**config.mk**
```make
export PLATFORM = sky130hd
export DESIGN_NAME = alu_32
export DESIGN_NICKNAME = d
export VERILOG_FILES = /design/src/rtl/alu_pkg.sv /design/src/rtl/adder32.sv /design/src/rtl/comparator.sv /design/src/rtl/alu_32.sv
export SDC_FILE = /design/constraint.sdc
export NUM_CORES = 1
export LEC_CHECK = 0
export CAP_MARGIN = 20
export CORE_UTILIZATION = 52
export CTS_BUF_LIST = sky130_fd_sc_hd__clkbuf_4 sky130_fd_sc_hd__clkbuf_8
export DETAILED_ROUTE_END_ITERATION = 12
export GPL_TIMING_DRIVEN = 0
export PLACE_DENSITY = 0.84
export SLEW_MARGIN = 20
export SYNTH_ARGS = -nofsm -noshare
export SYNTH_HDL_FRONTEND = slang
export SYNTH_HIERARCHICAL = 1
export SYNTH_SLANG_ARGS = --single-unit
```
**constraint.sdc**
```tcl
create_clock -name clk -period 6.4 [get_ports clk]
set_input_delay 1.92 -clock clk [delete_from_list [all_inputs] [get_ports clk]]
set_output_delay 1.92 -clock clk [all_outputs]
set_load 0.02 [all_outputs]
```
**src/rtl/alu_pkg.sv**
```systemverilog
// Shared op-code constants and byte-lane helper for the 32-bit ALU.
package alu_pkg;

  localparam int unsigned ALU_W  = 32;
  localparam int unsigned ALU_OPW = 4;

  localparam logic [ALU_OPW-1:0] ALU_AND   = 4'd0;
  localparam logic [ALU_OPW-1:0] ALU_OR    = 4'd1;
  localparam logic [ALU_OPW-1:0] ALU_ADD   = 4'd2;
  localparam logic [ALU_OPW-1:0] ALU_XOR   = 4'd3;
  localparam logic [ALU_OPW-1:0] ALU_SUB   = 4'd6;
  localparam logic [ALU_OPW-1:0] ALU_SLT   = 4'd7;
  localparam logic [ALU_OPW-1:0] ALU_ADD4  = 4'd8;
  localparam logic [ALU_OPW-1:0] ALU_ADDS4 = 4'd9;

  // Four independent byte-lane adds; sat selects clamp-to-FF instead of wrap.
  function automatic logic [ALU_W-1:0] add4(input logic [ALU_W-1:0] a,
                                            input logic [ALU_W-1:0] b,
                                            input logic sat);
    logic [ALU_W-1:0] r;
    logic [8:0]       lane;
    r = '0;
    for (int i = 0; i < 4; i++) begin
      lane = {1'b0, a[8*i +: 8]} + {1'b0, b[8*i +: 8]};
      r[8*i +: 8] = (sat && lane[8]) ? 8'hFF : lane[7:0];
    end
    return r;
  endfunction

endpackage

```
**src/rtl/adder32.sv**
```systemverilog
// 32-bit adder with carry-in; overflow flags a signed result whose sign
// disagrees with two like-signed inputs (b is already inverted for SUB).
module adder32 (
  input  logic [31:0] a,
  input  logic [31:0] b,
  input  logic        cin,
  output logic [31:0] sum,
  output logic        cout,
  output logic        overflow
);

  // Full-width sum with carry-out and signed overflow.
  always_comb begin
    {cout, sum} = {1'b0, a} + {1'b0, b} + {32'd0, cin};
    overflow    = (a[31] == b[31]) && (sum[31] != a[31]);
  end

endmodule

```
**src/rtl/comparator.sv**
```systemverilog
// Combinational 32-bit equality compare.
module comparator (
  input  logic [31:0] a,
  input  logic [31:0] b,
  output logic        eq
);

  // Equality, independent of op.
  always_comb begin
    eq = (a == b);
  end

endmodule

```
**src/rtl/alu_32.sv**
```systemverilog
// 32-bit ALU: combinational datapath followed by one output register stage.
module alu_32
  import alu_pkg::*;
(
  input  logic        clk,
  input  logic        reset,
  input  logic [31:0] src_a,
  input  logic [31:0] src_b,
  input  logic [3:0]  op,
  output logic [31:0] alu_result,
  output logic        zero,
  output logic        carry,
  output logic        overflow,
  output logic        equal
);

  logic        is_sub;
  logic [31:0] add_b;
  logic [31:0] add_sum;
  logic        add_cout;
  logic        add_ovf;
  logic        eq;

  logic [31:0] result_d, result_q;
  logic        zero_d, zero_q;
  logic        carry_d, carry_q;
  logic        ovf_d, ovf_q;
  logic        equal_d, equal_q;

  // SLT shares the subtract path to get the overflow-corrected sign.
  assign is_sub = (op == ALU_SUB) || (op == ALU_SLT);
  assign add_b  = is_sub ? ~src_b : src_b;

  adder32 u_adder (
    .a        (src_a),
    .b        (add_b),
    .cin      (is_sub),
    .sum      (add_sum),
    .cout     (add_cout),
    .overflow (add_ovf)
  );

  comparator u_cmp (
    .a  (src_a),
    .b  (src_b),
    .eq (eq)
  );

  // Result mux and flags; undefined ops fall through to zero.
  always_comb begin
    result_d = '0;
    carry_d  = 1'b0;
    ovf_d    = 1'b0;
    unique case (op)
      ALU_AND:   result_d = src_a & src_b;
      ALU_OR:    result_d = src_a | src_b;
      ALU_XOR:   result_d = src_a ^ src_b;
      ALU_ADD, ALU_SUB: begin
        result_d = add_sum;
        carry_d  = add_cout;
        ovf_d    = add_ovf;
      end
      ALU_SLT:   result_d = {31'd0, add_sum[31] ^ add_ovf};
      ALU_ADD4:  result_d = add4(src_a, src_b, 1'b0);
      ALU_ADDS4: result_d = add4(src_a, src_b, 1'b1);
      default:   result_d = '0;
    endcase
    zero_d  = (result_d == '0);
    equal_d = eq;
  end

  // Single output register stage; reset wins over any sampled op.
  always_ff @(posedge clk) begin
    if (reset) begin
      result_q <= '0;
      zero_q   <= 1'b1;
      carry_q  <= 1'b0;
      ovf_q    <= 1'b0;
      equal_q  <= 1'b0;
    end else begin
      result_q <= result_d;
      zero_q   <= zero_d;
      carry_q  <= carry_d;
      ovf_q    <= ovf_d;
      equal_q  <= equal_d;
    end
  end

  assign alu_result = result_q;
  assign zero       = zero_q;
  assign carry      = carry_q;
  assign overflow   = ovf_q;
  assign equal      = equal_q;

endmodule

```
==> flow_metrics.tcl <==
set metrics [dict create \
    status "completed" \
    gp_congestion 1.057 \
    totalPowerFinal_mw 1.236 \
    worstPathRequired_ns 6.60 \
    clock_path_buffers 2 \
    htreeDepth 2 \
    syn-cell-area_sq_um 6730 \
    drt-pass1-iter-count 5 \
    hold_depth 5 \
    fin_tns_setup_ns 0 \
    hold_buffers 0 \
    clock-sinks 36 \
    antenna_found_initial 0 \
    max_freq_ghz 0.1590 \
    die_area_sq_um 13400 \
    final_common_cell "clkdlybuf4s50_1" \
    pin_count 106 \
    max-cap-violations 0 \
    power_density_nw_per_um2 146.9 \
    final_cell_mix "clkdlybuf4s50_1 (101), ha_1 (95), inv_1 (85)" \
    diodes 0 \
    hold_path.class "input port to flip-flop" \
    final_cells 1185 \
    startpoint_type "input port" \
    grt-ovfl-total 0 \
    pre_cts_ws_ns -1.530 \
    synth_ff_type "dfxtp_1" \
    nFillCells 1118 \
    initial_core_util_pct 53.33 \
    cts_root_buf "clkbuf_8" \
    dieHeight_microns 115.8 \
    peakVddDrop_v 0.00008822 \
    critical_path_class "input port to flip-flop" \
    dpl_cell_area_sq_um 7996 \
    synth_edf_count 0 \
    cp-end-kind "flip-flop" \
    die_x_microns 115.8 \
    cp_max_fo 10 \
    multi_input_area_sq_um 5577 \
    cts_tree "yes" \
    seq_area_sq_um 720.7 \
    ant_nets 0 \
    ys_seq_area_share_pct 10.71 \
    layout-drive-gt1-share_pct 9.674 \
    drc_errors 0 \
    synth.distinct_cells 86 \
    slew_viol_final 0 \
    initialDrtViolationCount 946 \
    routedWlPerCell_microns 20.01 \
    cts_made_buffers 5 \
    power_leakage_nw 3.734 \
    avgViaCountPerCell 6.228 \
    hold_viol 0 \
    setup_viol 0 \
    grt_use_total_pct 35.31 \
    syn-mean-instance-area_sq_um 7.639 \
    relSlewSlack_pct 45.51 \
    clk_pin_slew_worst_paths_ns 0.07 \
    grt_max_degree 20 \
    layout.nets 1184 \
    syn_nets 1052 \
    worst_slew_pin_slew_ns 0.8089 \
    first_global_vias 6645 \
    final_area_sq_um 8413 \
    finalCritPeriodShare_pct 98.24 \
    core-area_sq_um 12620 \
    syn_inst 881 \
    rows 41 \
    grt_pass1_wl_microns 35900 \
    cp.arrival_ns 6.49 \
    period_minus_slack_ns 6.288 \
    finalWirelength_microns 23710 \
    synth_warnings 6 \
    setup_slack_ns 0.1124 \
    portBuffers 103 \
    yosys_register_bits 36 \
    dp.cells 1156 \
    vias 7380 \
    async_flop_share_pct 0 \
    areaGrowthSynthToFinish_pct 25.00 \
    post-dp-hpwl_microns 18960 \
]
-- state kept, by name, indices dropped and copies added, names as in the netlist --
register,count
carry,1
overflow,1
equal,1
zero,1
alu_result,32
-- final timing paths --
| kind | from | to | slack, ns |
|---|---|---|---|
| worst min-delay path | op[3] | alu_result[17] | 2.23 |
| worst max-delay path | op[2] | zero | 0.11 |
-- synthesized netlist by cell type, types with 11 or more instances --
| cell type | count | area, sq um |
|---|---|---|
| ha_1 | 95 | 1189 |
| inv_1 | 85 | 319.1 |
| a21oi_1 | 66 | 330.3 |
| nor2_1 | 56 | 210.2 |
| xnor2_1 | 53 | 464.2 |
| o21ai_0 | 46 | 230.2 |
| xor2_1 | 45 | 394.1 |
| nand2_1 | 42 | 157.7 |
| dfxtp_1 | 36 | 720.7 |
| a21o_1 | 23 | 172.7 |
| clkbuf_1 | 16 | 60.06 |
| nand4_1 | 15 | 93.84 |
| nor3_1 | 15 | 75.07 |
| and3_1 | 14 | 87.58 |
| nand3_1 | 14 | 70.07 |
| nor4_1 | 14 | 87.58 |
| a221oi_1 | 12 | 105.1 |
| a31oi_1 | 12 | 75.07 |
| nor3b_1 | 12 | 90.09 |
| a211oi_1 | 11 | 82.58 |
| buf_2 | 11 | 55.05 |
| nor2b_1 | 11 | 68.82 |
-- cell type report --
cell class,instances,share of cell area (%)
Timing Repair Buffer,128,14.49
Buffer,38,3.168
Tap cell,172,2.558
Clock buffer,7,1.145
Multi-Input combinational cell,719,66.28
Sequential cell,36,8.566
Inverter,85,3.792
-- what timing repair did --
action                     CTS  global route
gates cloned                 0             0
setup buffers               12            13
pin swaps                   18            17
resized for setup           30            17
setup endpoints to repair    9             1
-- per-layer routing --
metal	share of wire [%]	routed length, microns	global-route usage, %	vias to the layer above
met5	0	0	0	-
met4	4.8	1146	18.12	0
met3	10	2447	3.766	73
met2	43	10230	54.96	433
met1	42	9878	48.20	3392
li1	-	-	-	3482
-- cells by family after synthesis --
logic type,share of synthesized area (%)
AOI/OAI and AO/OA,27.96
and+or+nand+nor,20.51
buffers and inverters,8.180
adders and majority gates,19.45
xor gates and xnor gates,12.75
DFF,10.71
muxes,0.4462
-- critical path, stage by stage --
cell and delay, ns:
clkbuf_4 0.15, buf_12 0.14, buf_8 0.14, nand2_8 0.12, buf_12 0.12, inv_1 0.08, fa_2 0.40, fa_2 0.42
a21o_1 0.21, a221oi_4 0.36, nor3_4 0.08, nor2_2 0.15, buf_4 0.15, xnor2_1 0.07, and2_1 0.16, o21ai_0 0.18
o311a_1 0.32, o211ai_1 0.12, or4b_1 0.49, nor4_1 0.29, nand3_1 0.13, o41ai_2 0.27
-- report_power, final --
group | total (mW) | switching [mW] | internal, mW
registers | 0.246 | 0.00423 | 0.241
clock network | 0.170 | 0.0741 | 0.0957
logic | 0.821 | 0.473 | 0.347
-- metrics by stage --
step	hold WS, ns	utilization, %
global route	2.247	66.67
CTS	2.227	65.63
detailed placement	2.507	63.37
finish	2.232	66.67
floorplan	2.067	-
global placement	2.511	63.37
No activity file was read; power rests on OpenSTA's default activity.
